## src/rtl/uart_pkg.sv

```systemverilog
// Shared definitions for the UART receive path.
//  - PARITY_NONE / PARITY_ODD / PARITY_EVEN : codes for the PARITY parameter
//  - rx_state_e : receiver FSM states
//  - cnt_width(n) : bits needed to hold the values 0..n-1 (at least 1)
package uart_pkg;

  localparam int PARITY_NONE = 0;
  localparam int PARITY_ODD  = 1;
  localparam int PARITY_EVEN = 2;

  typedef enum logic [2:0] {
    ST_IDLE,
    ST_START,
    ST_DATA,
    ST_PARITY,
    ST_STOP,
    ST_WAIT_HIGH
  } rx_state_e;

  function automatic int cnt_width(input int n);
    int w;
    w = 1;
    while ((1 << w) < n) w++;
    return w;
  endfunction

endpackage

```

## src/rtl/uart_rx_fifo.sv

```systemverilog
// First-word-fall-through FIFO holding received words.
// Ports:
//  clk, resetn     clock, asynchronous active-low reset
//  push, wdata     write request and word; ignored when full unless popping
//  pop             read request; the head word is on rdata while !empty
//  rdata           head word (0 while empty)
//  full, empty     occupancy flags
module uart_rx_fifo
  import uart_pkg::*;
#(
  parameter int WIDTH = 8,
  parameter int DEPTH = 4
) (
  input  logic             clk,
  input  logic             resetn,
  input  logic             push,
  input  logic             pop,
  input  logic [WIDTH-1:0] wdata,
  output logic [WIDTH-1:0] rdata,
  output logic             full,
  output logic             empty
);

  localparam int AW = cnt_width(DEPTH);
  localparam int CW = cnt_width(DEPTH + 1);

  logic [WIDTH-1:0] mem [DEPTH];
  logic [AW-1:0]    wr_ptr;
  logic [AW-1:0]    rd_ptr;
  logic [CW-1:0]    count;
  logic             do_push;
  logic             do_pop;

  assign full    = (count == CW'(DEPTH));
  assign empty   = (count == '0);
  assign do_pop  = pop & ~empty;
  // A pop frees the slot in the same cycle, so a full FIFO can still accept.
  assign do_push = push & (~full | do_pop);
  assign rdata   = empty ? '0 : mem[rd_ptr];

  // NOTE: storage array has no reset; the counters alone define which entries are valid,
  // and the read side is masked while empty.
  always_ff @(posedge clk) begin
    if (do_push) mem[wr_ptr] <= wdata;
  end

  // NOTE: state registers use non-blocking assignments so every flop samples pre-edge values.
  always_ff @(posedge clk or negedge resetn) begin
    if (!resetn) begin
      wr_ptr <= '0;
      rd_ptr <= '0;
      count  <= '0;
    end else begin
      if (do_push) wr_ptr <= wr_ptr + AW'(1);
      if (do_pop)  rd_ptr <= rd_ptr + AW'(1);
      case ({do_push, do_pop})
        2'b10:   count <= count + CW'(1);
        2'b01:   count <= count - CW'(1);
        default: count <= count;
      endcase
    end
  end

endmodule

```

## src/rtl/uart_rx_frame.sv

```systemverilog
// UART receiver: 2-flop synchroniser, oversampled 3-sample majority vote,
// configurable data/parity/stop format, per-word error flags and a
// valid/ready output buffer.
// Build option: define UART_RX_FIFO_EN for a FIFO_DEPTH-entry FIFO; otherwise
// a single holding register with identical ports, handshake and latency.
// Ports:
//  clk, resetn          clock, asynchronous active-low reset
//  uart_rxd             serial input (asynchronous to clk)
//  uart_rx_en           receive enable; low aborts a frame in progress
//  uart_rx_ready        consumer accepts the presented word this cycle
//  uart_rx_valid        word available
//  uart_rx_data         received data
//  uart_rx_parity_err   parity mismatch (always 0 when PARITY = none)
//  uart_rx_frame_err    first stop bit sampled 0
//  uart_rx_break        frame error with all-zero data
//  uart_rx_overrun      one-cycle pulse: completed word dropped, buffer full
module uart_rx_frame
  import uart_pkg::*;
#(
  parameter int CLK_HZ       = 50000000,
  parameter int BIT_RATE     = 9600,
  parameter int OVERSAMPLE   = 16,
  parameter int PAYLOAD_BITS = 8,
  parameter int PARITY       = 0,
  parameter int STOP_BITS    = 1,
  parameter int FIFO_DEPTH   = 4
) (
  input  logic                    clk,
  input  logic                    resetn,
  input  logic                    uart_rxd,
  input  logic                    uart_rx_en,
  input  logic                    uart_rx_ready,
  output logic                    uart_rx_valid,
  output logic [PAYLOAD_BITS-1:0] uart_rx_data,
  output logic                    uart_rx_parity_err,
  output logic                    uart_rx_frame_err,
  output logic                    uart_rx_break,
  output logic                    uart_rx_overrun
);

  localparam int TICK_DIV = CLK_HZ / BIT_RATE / OVERSAMPLE;
  localparam int TW       = cnt_width(TICK_DIV);
  localparam int SW       = cnt_width(OVERSAMPLE);
  localparam int BW       = cnt_width(PAYLOAD_BITS);

  if (OVERSAMPLE < 4 || (OVERSAMPLE % 2) != 0 || TICK_DIV < 2 ||
      PAYLOAD_BITS < 5 || PAYLOAD_BITS > 9 || PARITY < 0 || PARITY > 2 ||
      STOP_BITS < 1 || STOP_BITS > 2 ||
      FIFO_DEPTH < 2 || (FIFO_DEPTH & (FIFO_DEPTH - 1)) != 0) begin : g_bad_params
    $error("uart_rx_frame: illegal parameter combination");
  end

  logic                    rxd_meta;
  logic                    rxd_s;
  rx_state_e               state;
  logic [TW-1:0]           tick_cnt;
  logic [SW-1:0]           samp_cnt;
  logic [BW-1:0]           bit_cnt;
  logic                    stop_cnt;
  logic                    v0;
  logic                    v1;
  logic [PAYLOAD_BITS-1:0] shift;
  logic                    par_err_q;
  logic                    frm_err_q;

  logic tick;
  logic mid_tick;
  logic vote;
  logic last_stop;
  logic commit;
  logic frame_err_now;
  logic word_break;
  logic pop;

  // Sample ticks only run while a frame is being tracked.
  assign tick          = (state != ST_IDLE) && (tick_cnt == TW'(TICK_DIV - 1));
  // Bit decisions are taken on the third voting tick.
  assign mid_tick      = tick && (samp_cnt == SW'(OVERSAMPLE / 2 + 1));
  assign vote          = (v0 & v1) | (v0 & rxd_s) | (v1 & rxd_s);
  assign last_stop     = (stop_cnt == 1'(STOP_BITS - 1));
  assign commit        = uart_rx_en && (state == ST_STOP) && mid_tick && last_stop;
  // Only the first stop bit contributes to the framing error.
  assign frame_err_now = (stop_cnt == 1'b0) ? ~vote : frm_err_q;
  assign word_break    = frame_err_now && (shift == '0);

  always_ff @(posedge clk or negedge resetn) begin
    if (!resetn) begin
      rxd_meta <= 1'b1;
      rxd_s    <= 1'b1;
    end else begin
      rxd_meta <= uart_rxd;
      rxd_s    <= rxd_meta;
    end
  end

  always_ff @(posedge clk or negedge resetn) begin
    if (!resetn) begin
      state     <= ST_IDLE;
      tick_cnt  <= '0;
      samp_cnt  <= '0;
      bit_cnt   <= '0;
      stop_cnt  <= 1'b0;
      v0        <= 1'b1;
      v1        <= 1'b1;
      shift     <= '0;
      par_err_q <= 1'b0;
      frm_err_q <= 1'b0;
    end else begin
      // Counters sit at zero in IDLE, so they restart on every IDLE->START.
      if (state == ST_IDLE) begin
        tick_cnt <= '0;
        samp_cnt <= '0;
      end else if (tick) begin
        tick_cnt <= '0;
        samp_cnt <= (samp_cnt == SW'(OVERSAMPLE - 1)) ? '0 : samp_cnt + SW'(1);
      end else begin
        tick_cnt <= tick_cnt + TW'(1);
      end

      if (tick && samp_cnt == SW'(OVERSAMPLE / 2 - 1)) v0 <= rxd_s;
      if (tick && samp_cnt == SW'(OVERSAMPLE / 2))     v1 <= rxd_s;

      if (!uart_rx_en && state != ST_IDLE) begin
        state <= ST_IDLE;
      end else begin
        case (state)
          ST_IDLE: begin
            if (uart_rx_en && !rxd_s) begin
              state     <= ST_START;
              par_err_q <= 1'b0;
            end
          end
          ST_START: begin
            if (mid_tick) begin
              state   <= vote ? ST_IDLE : ST_DATA;
              bit_cnt <= '0;
            end
          end
          ST_DATA: begin
            if (mid_tick) begin
              shift <= {vote, shift[PAYLOAD_BITS-1:1]};
              if (bit_cnt == BW'(PAYLOAD_BITS - 1)) begin
                bit_cnt  <= '0;
                stop_cnt <= 1'b0;
                state    <= (PARITY != PARITY_NONE) ? ST_PARITY : ST_STOP;
              end else begin
                bit_cnt <= bit_cnt + BW'(1);
              end
            end
          end
          ST_PARITY: begin
            if (mid_tick) begin
              // Even: any odd ones-count is an error; odd: the inverse.
              par_err_q <= (^shift) ^ vote ^ (PARITY == PARITY_ODD);
              stop_cnt  <= 1'b0;
              state     <= ST_STOP;
            end
          end
          ST_STOP: begin
            if (mid_tick) begin
              if (stop_cnt == 1'b0) frm_err_q <= ~vote;
              if (last_stop) begin
                state <= frame_err_now ? ST_WAIT_HIGH : ST_IDLE;
              end else begin
                stop_cnt <= 1'b1;
              end
            end
          end
          ST_WAIT_HIGH: begin
            // Hold off until the line idles so a long break yields one word.
            if (rxd_s) state <= ST_IDLE;
          end
          default: state <= ST_IDLE;
        endcase
      end
    end
  end

`ifdef UART_RX_FIFO_EN
  logic [PAYLOAD_BITS+2:0] fifo_rdata;
  logic                    fifo_full;
  logic                    fifo_empty;

  assign uart_rx_valid = ~fifo_empty;
  assign pop           = uart_rx_valid & uart_rx_ready;
  assign {uart_rx_break, uart_rx_frame_err, uart_rx_parity_err, uart_rx_data} = fifo_rdata;

  uart_rx_fifo #(
    .WIDTH (PAYLOAD_BITS + 3),
    .DEPTH (FIFO_DEPTH)
  ) u_fifo (
    .clk    (clk),
    .resetn (resetn),
    .push   (commit),
    .pop    (pop),
    .wdata  ({word_break, frame_err_now, par_err_q, shift}),
    .rdata  (fifo_rdata),
    .full   (fifo_full),
    .empty  (fifo_empty)
  );

  always_ff @(posedge clk or negedge resetn) begin
    if (!resetn) uart_rx_overrun <= 1'b0;
    else         uart_rx_overrun <= commit & fifo_full & ~pop;
  end
`else
  assign pop = uart_rx_valid & uart_rx_ready;

  always_ff @(posedge clk or negedge resetn) begin
    if (!resetn) begin
      uart_rx_valid      <= 1'b0;
      uart_rx_data       <= '0;
      uart_rx_parity_err <= 1'b0;
      uart_rx_frame_err  <= 1'b0;
      uart_rx_break      <= 1'b0;
      uart_rx_overrun    <= 1'b0;
    end else begin
      uart_rx_overrun <= commit & uart_rx_valid & ~pop;
      if (commit && (!uart_rx_valid || pop)) begin
        uart_rx_valid      <= 1'b1;
        uart_rx_data       <= shift;
        uart_rx_parity_err <= par_err_q;
        uart_rx_frame_err  <= frame_err_now;
        uart_rx_break      <= word_break;
      end else if (pop) begin
        uart_rx_valid <= 1'b0;
      end
    end
  end
`endif

endmodule

```

## config.mk

```make
export PLATFORM = sky130hd
export DESIGN_NAME = uart_rx_frame
export DESIGN_NICKNAME = d
export VERILOG_FILES = /design/src/rtl/uart_pkg.sv /design/src/rtl/uart_rx_fifo.sv /design/src/rtl/uart_rx_frame.sv
export SDC_FILE = /design/constraint.sdc
export NUM_CORES = 1
export LEC_CHECK = 0
export CORE_ASPECT_RATIO = 1.25
export CORE_UTILIZATION = 54
export CTS_BUF_LIST = sky130_fd_sc_hd__clkbuf_8
export DETAILED_ROUTE_END_ITERATION = 10
export PLACE_DENSITY_LB_ADDON = 0.05
export SLEW_MARGIN = 20
export SYNTH_ARGS = -nofsm -noshare
export SYNTH_HDL_FRONTEND = slang
export SYNTH_HIERARCHICAL = 1
export SYNTH_SLANG_ARGS = --single-unit
```

## constraint.sdc

```tcl
create_clock -name clk -period 2.3 [get_ports clk]
set_clock_uncertainty 0.2 [all_clocks]
set_input_delay 0.69 -clock clk [delete_from_list [all_inputs] [get_ports clk]]
set_output_delay 0.69 -clock clk [all_outputs]
set_load 0.03 [all_outputs]
```

Word level (Yosys, flattened, before mapping)
Index checks and enable logic that the tools add are counted.
- register bits: 47
- word-level logic and storage cells: 122
- input port bits: 5
- mux-type cells: 33
- bitwise gates (word level): 13
- add/sub/neg operators: 3
- reductions and logical operators: 30
- eq/ne operators: 25
- operators with widths (operator ; count):
    two-way mux 3 bit ; 13
    two-way mux 9 bit ; 2
    one-hot mux 3 bit (6 select lines) ; 1
    != test 3 bit (second input constant) ; 5
    equality test 4 bit (second input constant) ; 3
    two-way mux 4 bit ; 3
    logical AND 1 bit ; 11
    two-way mux 1 bit ; 10
    != test 2 bit (second input constant) ; 5
    adder 9 x 1 -> 9 bit (second input constant) ; 1
    equality test 3 bit (second input constant) ; 3
    equality test 9 bit (second input constant) ; 1
    logical NOT 8 bit ; 1
    AND reduction 4 bit ; 2
    AND reduction 8 bit ; 1
    nonzero test 2 bit ; 4
    XOR reduction 8 bit ; 1
    AND 1 bit ; 6
    equality test 3 x 2 -> 1 bit (second input constant) ; 2
    != test 3 x 2 -> 1 bit (second input constant) ; 2
    one-hot mux 3 bit (2 select lines) ; 1
    AND reduction 3 bit ; 2
    AND reduction 6 bit ; 1
    nonzero test 3 bit ; 2
    15 further kinds ; 21

Depth between registers and ports, before layout
- depth in word-level cells: 10
- depth in mapped cells: 8

Least setup slack after synthesis
Ideal clock, no wire load.
- path kind: register -> register
- from: register tick_cnt[5]
- to: register uart_rx_break
- clock period less this slack: 2.284 ns
- path buffers: 1
- setup slack: 0.016 ns
- arrival: 1.959 ns
- stages on the path, launching flop included: 7
- setup time: 0.125 ns
- cells stage by stage: dfrtp_1 or2_1 or3_1 or2_1 nor3b_2 buf_6 mux2_4
- word-level cells in the longest chain between the ends: 6
- ends and longest elaborated chain (what ; line ; source):
    start, declared ; uart_rx_frame.sv:56 ; logic [TW-1:0] tick_cnt;
    start signal, assigned ; uart_rx_frame.sv:117 ; tick_cnt <= tick_cnt + TW'(1);
    equality test 9 bit ; uart_rx_frame.sv:76 ; assign tick = (state != ST_IDLE) && (tick_cnt == TW'(TICK_DIV - 1));
    logical AND 1 bit ; uart_rx_frame.sv:76 ;
    logical AND 1 bit ; uart_rx_frame.sv:78 ; assign mid_tick = tick && (samp_cnt == SW'(OVERSAMPLE / 2 + 1));
    logical AND 1 bit (2 in a row) ; uart_rx_frame.sv:81 ; assign commit = uart_rx_en && (state == ST_STOP) && mid_tick && last_stop;
    logical AND 1 bit ; uart_rx_frame.sv:219 ; if (commit && (!uart_rx_valid || pop)) begin
    end signal, assigned ; uart_rx_frame.sv:224 ; uart_rx_break <= word_break;
    end, declared ; uart_rx_frame.sv:37 ; output logic uart_rx_break,
No other way between the ends.
A chain may end at the register's enable or synchronous reset.

Worst setup path in the final report
- from: register tick_cnt[0]
- to: register uart_rx_data[2]
- word-level cells in the longest chain between the ends: 6
- ends and longest elaborated chain (what ; line ; source):
    equality test 9 bit ; uart_rx_frame.sv:76 ;
    logical AND 1 bit ; uart_rx_frame.sv:76 ;
    logical AND 1 bit ; uart_rx_frame.sv:78 ;
    logical AND 1 bit (2 in a row) ; uart_rx_frame.sv:81 ;
    logical AND 1 bit ; uart_rx_frame.sv:219 ;
    end signal, assigned ; uart_rx_frame.sv:221 ; uart_rx_data <= shift;
    end, declared ; uart_rx_frame.sv:34 ; output logic [PAYLOAD_BITS-1:0] uart_rx_data,
No other way between the ends.

==> impl.org <==
** Worst setup path
- For the worst setup path, the data arrival time is 2420 ps.
- Crit start category :: register
- The worst setup path is of the register to register kind.
- In this design, the stage delay of the slowest critical-path cell is 400 ps.
- Of all nets on the critical path, the largest fanout is 5.
- Crit-path cells :: inv_2 -> ha_4 -> nand2_4 -> or3_4 -> or2_4 -> nor3b_4 -> buf_12 -> buf_8 -> mux2_4
- Critical Path End Type :: register
- In this run the register-to-register setup slack is -130 ps.
- RR Endpoint :: uart_rx_data[2]
- On the critical path, the stage with the largest delay is an instance of sky130_fd_sc_hd__dfrtp_1.
- The worst register-to-register path begins at tick_cnt[0].
- The worst register-to-register path has a depth of 9.
- Required time worst endpoint :: 2290 ps

** CTS
- Clock tree from TritonCTS :: done
- Number of clock sinks seen by CTS :: 45
- The tree is rooted in a sky130_fd_sc_hd__clkbuf_8.
- CTS HTree Levels :: 2
- Clock transition at the registers of the reported paths :: 90 ps
- Clk Latency, worst-skew pair :: 310 ps
- The longest clock path from root to sink contains 2 buffers.
- Cts bufs inserted :: 5
- CTS Hold Buffers Added :: 0

** Power and ir drop
- Dividing total power by cell area gives a power density of 688 nW/um^2.
- In this run the static leakage power is 0.00137 uW.
- The worst-case IR drop observed on VDD is 0.385 mV.

** Floorplanning
- Total die area :: 4380 sq um
- For this configuration, the core starts out at a cell density of 57.8%.
- Site Rows :: 25
- Die outline height :: 73.7 um
- Top Ports :: 18
- In this run the horizontal extent of the chip is 59.4 um.
- Floorplan Core Area :: 3850 sq um

** Timing
- The count of endpoints failing hold in the final timing report came to 0.
- The number of pins with negative max-slew slack in the final report came to 0.
- The worst pin sits at a relative slew slack of 70.9%.
- Setup violations remaining at the end of the flow were counted as 11.
- Of the available clock period, the critical path in the final layout requires 106%.
- Timing would allow up to 412 MHz.
- Final min period :: 2430 ps
- After layout, the worst setup slack is -129 ps.
- For the pin with the worst max-slew slack, the measured transition is 436 ps.
- Unrepaired setup endpoints after global routing :: yes

** Job
- Across the run, the number of max-cap violations was 0.

** Routing
- The routed design has 4710 um of wire.
- The detailed router put a total of 1990 um of wire on met1.
- In the detailed route, the total length drawn on met3 is 134 um.
- Detailed route wirelength on metal2 :: 2480 um
- In the final routed layout, each cell accounts on average for 14.8 um.
- After detailed routing, the number of vias per cell comes to 5.31.
- The routed layout has 1688 vias.
- For this run, the detailed router's first-pass iteration total came to 4.
- In this run the remaining antenna-violating nets after routing total 0.
- Initial DRC count :: 86
- The highest layer touched by signal routing is met4.
- Number of remaining DRC errors :: 0

** Min path
- The min-delay analysis places its worst path in the category input port to asynchronous set/reset pin.

** Placement
- Final HPWL from detailed placement :: 3090 um
- Placer's final routability congestion estimate :: 0.891
- Area after DPL :: 2640 sq um
- Port buffer count :: 17
- Prior to clock tree synthesis, the placed netlist has a worst setup slack of -286 ps.

** Outcome
- Run status :: finished with violations
- The final reports fail on negative setup slack.

** Logic synthesis
- Syn_nets :: 221
- In the synthesized netlist the dominant register cell turns out to be sky130_fd_sc_hd__dfrtp_1.
- Summing the areas of all compound-gate instances in the mapped netlist gives 7.21% of the synthesized area.
- Flops & latches, synth :: 45
- The synthesized netlist devotes 15.7% of its cell area to simple gates.
- Yosys warns :: 6
- Summing every instance area after synthesis gives 2220 sq um.
- Synthesis instantiated 38 different standard cells from the library.
- Cells after Synth :: 205
- Number of synthesized flops with an enable pin :: 0
- By area, the combinational part of the netlist is dominated by simple AND/OR/NAND/NOR gates.
- In the synthesized netlist, mux cells make up 10.0% of the area.
- Register area share after synthesis :: 50.9%
- Post-synthesis share of cell area spent on xor and xnor gates :: 5.12%
- Mean post-synth cell area :: 10.8 sq um
- Of all flip-flops after synthesis, the portion carrying an async set or reset was 100%.
- Post-synthesis adder-cell area fraction :: 6.64%

** Final layout
- Register cell area after layout :: 1130 sq um
- The library cells used most frequently in the layout, excluding fill and tap cells, are sky130_fd_sc_hd__dfrtp_1, sky130_fd_sc_hd__buf_4, sky130_fd_sc_hd__o21ai_0.
- Antenna diode count :: 0
- Share of cells above drive strength 1 :: 29.2%
- At the end of the flow, the number of nets in the layout was 279.
- Summing all multi-input logic gate instances after layout gives 1060 sq um.
- The filler cells instantiated in the layout total 268.
- Once layout is done, the placed cells without fillers occupy 2940 sq um.
- Commonest non-fill, non-tap cell in the layout :: sky130_fd_sc_hd__dfrtp_1
- The area growth from synthesis to layout is 32.1%.

** Global route
- The initial antenna violation count came to 0.
- The first global-routing pass estimated 7820 um of wire.
- Number of global-route vias before repair :: 1762
- For this run, the total global-route usage over all layers was measured as 24.4%.
- Largest net degree at the start of global routing :: 46
- Congestion Overflow GR :: 0
-- per-layer routing --
metal,GRT usage [%],up-vias
li1,-,812
met1,28.2,835
met2,42.6,31
met3,5.11,10
met4,10.8,0
met5,0,-
-- metrics by stage --
stage | util [%] | std cells | setup TNS [ps] | total power (uW) | hold WS (ps)
after detailed placement | 68.6 | 295 | -2000 | 1370 | 152
after floorplan | - | 205 | 0 | 1170 | 145
final | 76.3 | 318 | -1180 | 2020 | 144
after global placement | 68.6 | 295 | -1810 | 1340 | 146
after CTS | 74.8 | 314 | -983 | 1990 | 149
after global routing | 76.3 | 318 | -2240 | 2130 | 161
-- worst max path at each step --
stage / startpoint / end / cells after the start
after global routing: tick_cnt[0] / uart_rx_data[2] / 9
after CTS: tick_cnt[1] / uart_rx_data[0] / 9
after detailed placement: uart_rx_en / state[1] / 6
final: tick_cnt[0] / uart_rx_data[2] / 9
after floorplan: tick_cnt[5] / uart_rx_break / 6
after global placement: uart_rx_en / state[1] / 6
-- synth_stat cells, types with 2 or more instances --
cell / count / share of area, %
sky130_fd_sc_hd__nand2_1: 17 / 2.9
sky130_fd_sc_hd__mux2_2: 4 / 2.0
sky130_fd_sc_hd__o21ai_0: 17 / 3.8
sky130_fd_sc_hd__nand2b_1: 2 / 0.56
sky130_fd_sc_hd__nor4bb_1: 2 / 0.90
sky130_fd_sc_hd__and3_1: 3 / 0.84
sky130_fd_sc_hd__a21o_1: 3 / 1.0
sky130_fd_sc_hd__dfrtp_1: 41 / 46
sky130_fd_sc_hd__inv_1: 18 / 3.0
sky130_fd_sc_hd__nand4_1: 4 / 1.1
sky130_fd_sc_hd__nand3_1: 7 / 1.6
sky130_fd_sc_hd__nor2_1: 14 / 2.4
sky130_fd_sc_hd__xor2_1: 6 / 2.4
sky130_fd_sc_hd__mux2_4: 9 / 6.1
sky130_fd_sc_hd__nor4b_1: 2 / 0.79
sky130_fd_sc_hd__dfstp_2: 4 / 4.7
sky130_fd_sc_hd__ha_1: 11 / 6.2
sky130_fd_sc_hd__or3_1: 2 / 0.56
sky130_fd_sc_hd__mux2_1: 2 / 1.0
sky130_fd_sc_hd__or2_1: 2 / 0.56
sky130_fd_sc_hd__clkbuf_1: 5 / 0.84
sky130_fd_sc_hd__xnor2_1: 7 / 2.8
sky130_fd_sc_hd__nor3_1: 7 / 1.6
sky130_fd_sc_hd__mux2i_1: 2 / 0.90
-- critical path: cells and delay by family, from the launching register on --
kind / cells / cell delay [ps]
adders and majority gates: 1 / 140
DFF: 1 / 400
muxes: 1 / 300
buffers and inverters: 3 / 360
and+or+nand+nor: 4 / 920
-- cell families after synthesis --
kind of cell,Yosys count
multiplexers,17
XOR/XNOR,13
AO/OA/AOI/OAI,27
adder cells (fa/ha/maj),12
buffers and inverters,24
flip-flops,45
AND/OR/NAND/NOR,67
-- power by group --
| part | internal, uW | switching, uW | leakage (uW) |
|---|---|---|---|
| Clock | 272 | 267 | 0.0000542 |
| Combinational | 294 | 262 | 0.000730 |
| Sequential | 842 | 81.6 | 0.000587 |
| Total | 1410 | 611 | 0.00137 |
-- what timing repair did --
action / CTS / global route
cloned: 0 / 0
buffers inserted: 11 / 4
pin swaps: 6 / 4
setup endpoints to repair: 10 / 16
resized for setup: 16 / 5
-- state kept, by name, indices dropped and copies added (netlist names), 3 cells and up --
name / count
tick_cnt: 9
state: 3
uart_rx_data: 8
samp_cnt: 4
bit_cnt: 3
shift: 8
-- area by class of cell --
class                   instances  share of cell area, %
repair buffers                 57                   17.4
well taps                      54                   2.30
clock inverters                 1                  0.171
inverters                      18                   2.30
flip-flops and latches         45                   38.5
multi-input cells             136                   36.0
clock buffers                   7                   3.28
Power figures use the tool's default switching activity.
==> RTL change, RTL diff (same flow settings) <==
Register the input `uart_rxd` before use, without a reset. The logic sees it one clock later. The other inputs are not delayed to match.
--- a/src/rtl/uart_rx_frame.sv
+++ b/src/rtl/uart_rx_frame.sv
@@ -43,6 +43,12 @@
   localparam int SW       = cnt_width(OVERSAMPLE);
   localparam int BW       = cnt_width(PAYLOAD_BITS);
 
+  logic uart_rxd_q;
+
+  always_ff @(posedge clk) begin
+    uart_rxd_q <= uart_rxd;
+  end
+
   if (OVERSAMPLE < 4 || (OVERSAMPLE % 2) != 0 || TICK_DIV < 2 ||
       PAYLOAD_BITS < 5 || PAYLOAD_BITS > 9 || PARITY < 0 || PARITY > 2 ||
       STOP_BITS < 1 || STOP_BITS > 2 ||
@@ -88,7 +94,7 @@
       rxd_meta <= 1'b1;
       rxd_s    <= 1'b1;
     end else begin
-      rxd_meta <= uart_rxd;
+      rxd_meta <= uart_rxd_q;
       rxd_s    <= rxd_meta;
     end
   end
Behaviour: no difference found for any inputs over 10 cycles, from zero or initial values and one cycle with resetn low; that may be too few to reach the edited logic, so the function may still have changed.
==> RTL change against the original RTL <==
- sequential cell count up 1
- routed wire length fell by 7.5%
- synthesized area grew 4.4%
- sequential share of layout area grew 3.8 points
- maximum frequency rose by 9.2%
- total power fell by 11%
- setup slack better by 200 ps
- cell area down 7.3%
- via count down 3.6%
- critical path type is now in2reg
==> RTL change: results <==
[worst_setup_path]
reg2reg_to = "shift[7]$_DFFE_PN0P_"
cp-startpoint = "uart_rx_en"
r2r_setup_slack_ps = 100
slowest_delay_ps = 560
reg2reg_from = "samp_cnt[1]$_DFFE_PN0P_"
cp_data_arrival_time_ps = 2210
ff2ff_path_depth = 6
worstPathMaxFanout = 6
cpMaxStageDelayCell = "clkdlybuf4s50_1"

[logic_synthesis]
yosysSeqAreaShare_pct = 49.62
synth_adder_area_share_pct = 6.365
synthesis.nets = 233
synth_xor_area_share_pct = 4.531
synth-compound-area-share_pct = 10.46
synth.area.mux_share_pct = 5.987
synth_area_leaders = "dfrtp_1 (44%), ha_1 (5.9%), mux2_2 (5.3%)"
synth_cell_type_count = 48
synth_common_cells = "dfrtp_1 (41), nand2_1 (21), nor2_1 (21), inv_1 (14), nand3_1 (12)"
ys_async_sr_fraction_pct = 97.83

[clocking]
cts_resized = 0
cts_setup_buffers = 0
clk_latency_ps = 290

[status]
outcome = "finished clean"

[final_layout]
nFillCells = 347
layout-drive-gt1-share_pct = 19.68

[grt]
grt_start_max_net_pins = 28
met2_usage_pct = 42.49
gr-usage-met3_pct = 5.326
track_usage_pct = 22.34
grt_pass1_wl_um = 7341

[power]
clkPwrFrac_pct = 25.2
p_comb_share_pct = 21.5
leakagePower_nw = 1.204
ir_drop_v = 0.0003686

[detailed_routing]
post_drt_wl_per_cell_um = 14.29
wl_met1_um = 1787
vias_per_cell = 5.338
dr.first_iter.drc_count = 56

[timing]
relSlewSlack_pct = 67.12
finalHoldWorstSlack_ps = 98.00

[worst_hold_path]
hp-class = "reg2reg"

[placed_design]
post-dp-hpwl_um = 3351
==> RTL change: layout make-up <==
| type | count | area (µm²) | area share [%] |
|---|---|---|---|
| Clock inverter | 3 | 11.26 | 0.4140 |
| Tap cell | 56 | 70.07 | 2.576 |
| Clock buffer | 5 | 68.82 | 2.530 |
| Sequential cell | 46 | 1152 | 42.36 |
| Inverter | 14 | 52.55 | 1.932 |
| Timing Repair Buffer | 30 | 287.8 | 10.58 |
| Multi-Input combinational cell | 151 | 1077 | 39.60 |
==> RTL change: stage by stage <==
stage / setup WS, ps / area (µm²) / TNS (ps) / power (W) / std cells
final: 75.92 / 2720 / 0 / 0.001795 / 305
after floorplan: 155.3 / 2320 / 0 / 0.001212 / 217
after detailed placement: -218.7 / 2639 / -3758 / 0.001356 / 297
after global routing: 3.038 / 2720 / 0 / 0.001908 / 305
after global placement: -196.5 / 2639 / -3254 / 0.001337 / 297
after CTS: 61.60 / 2719 / 0 / 0.001811 / 305
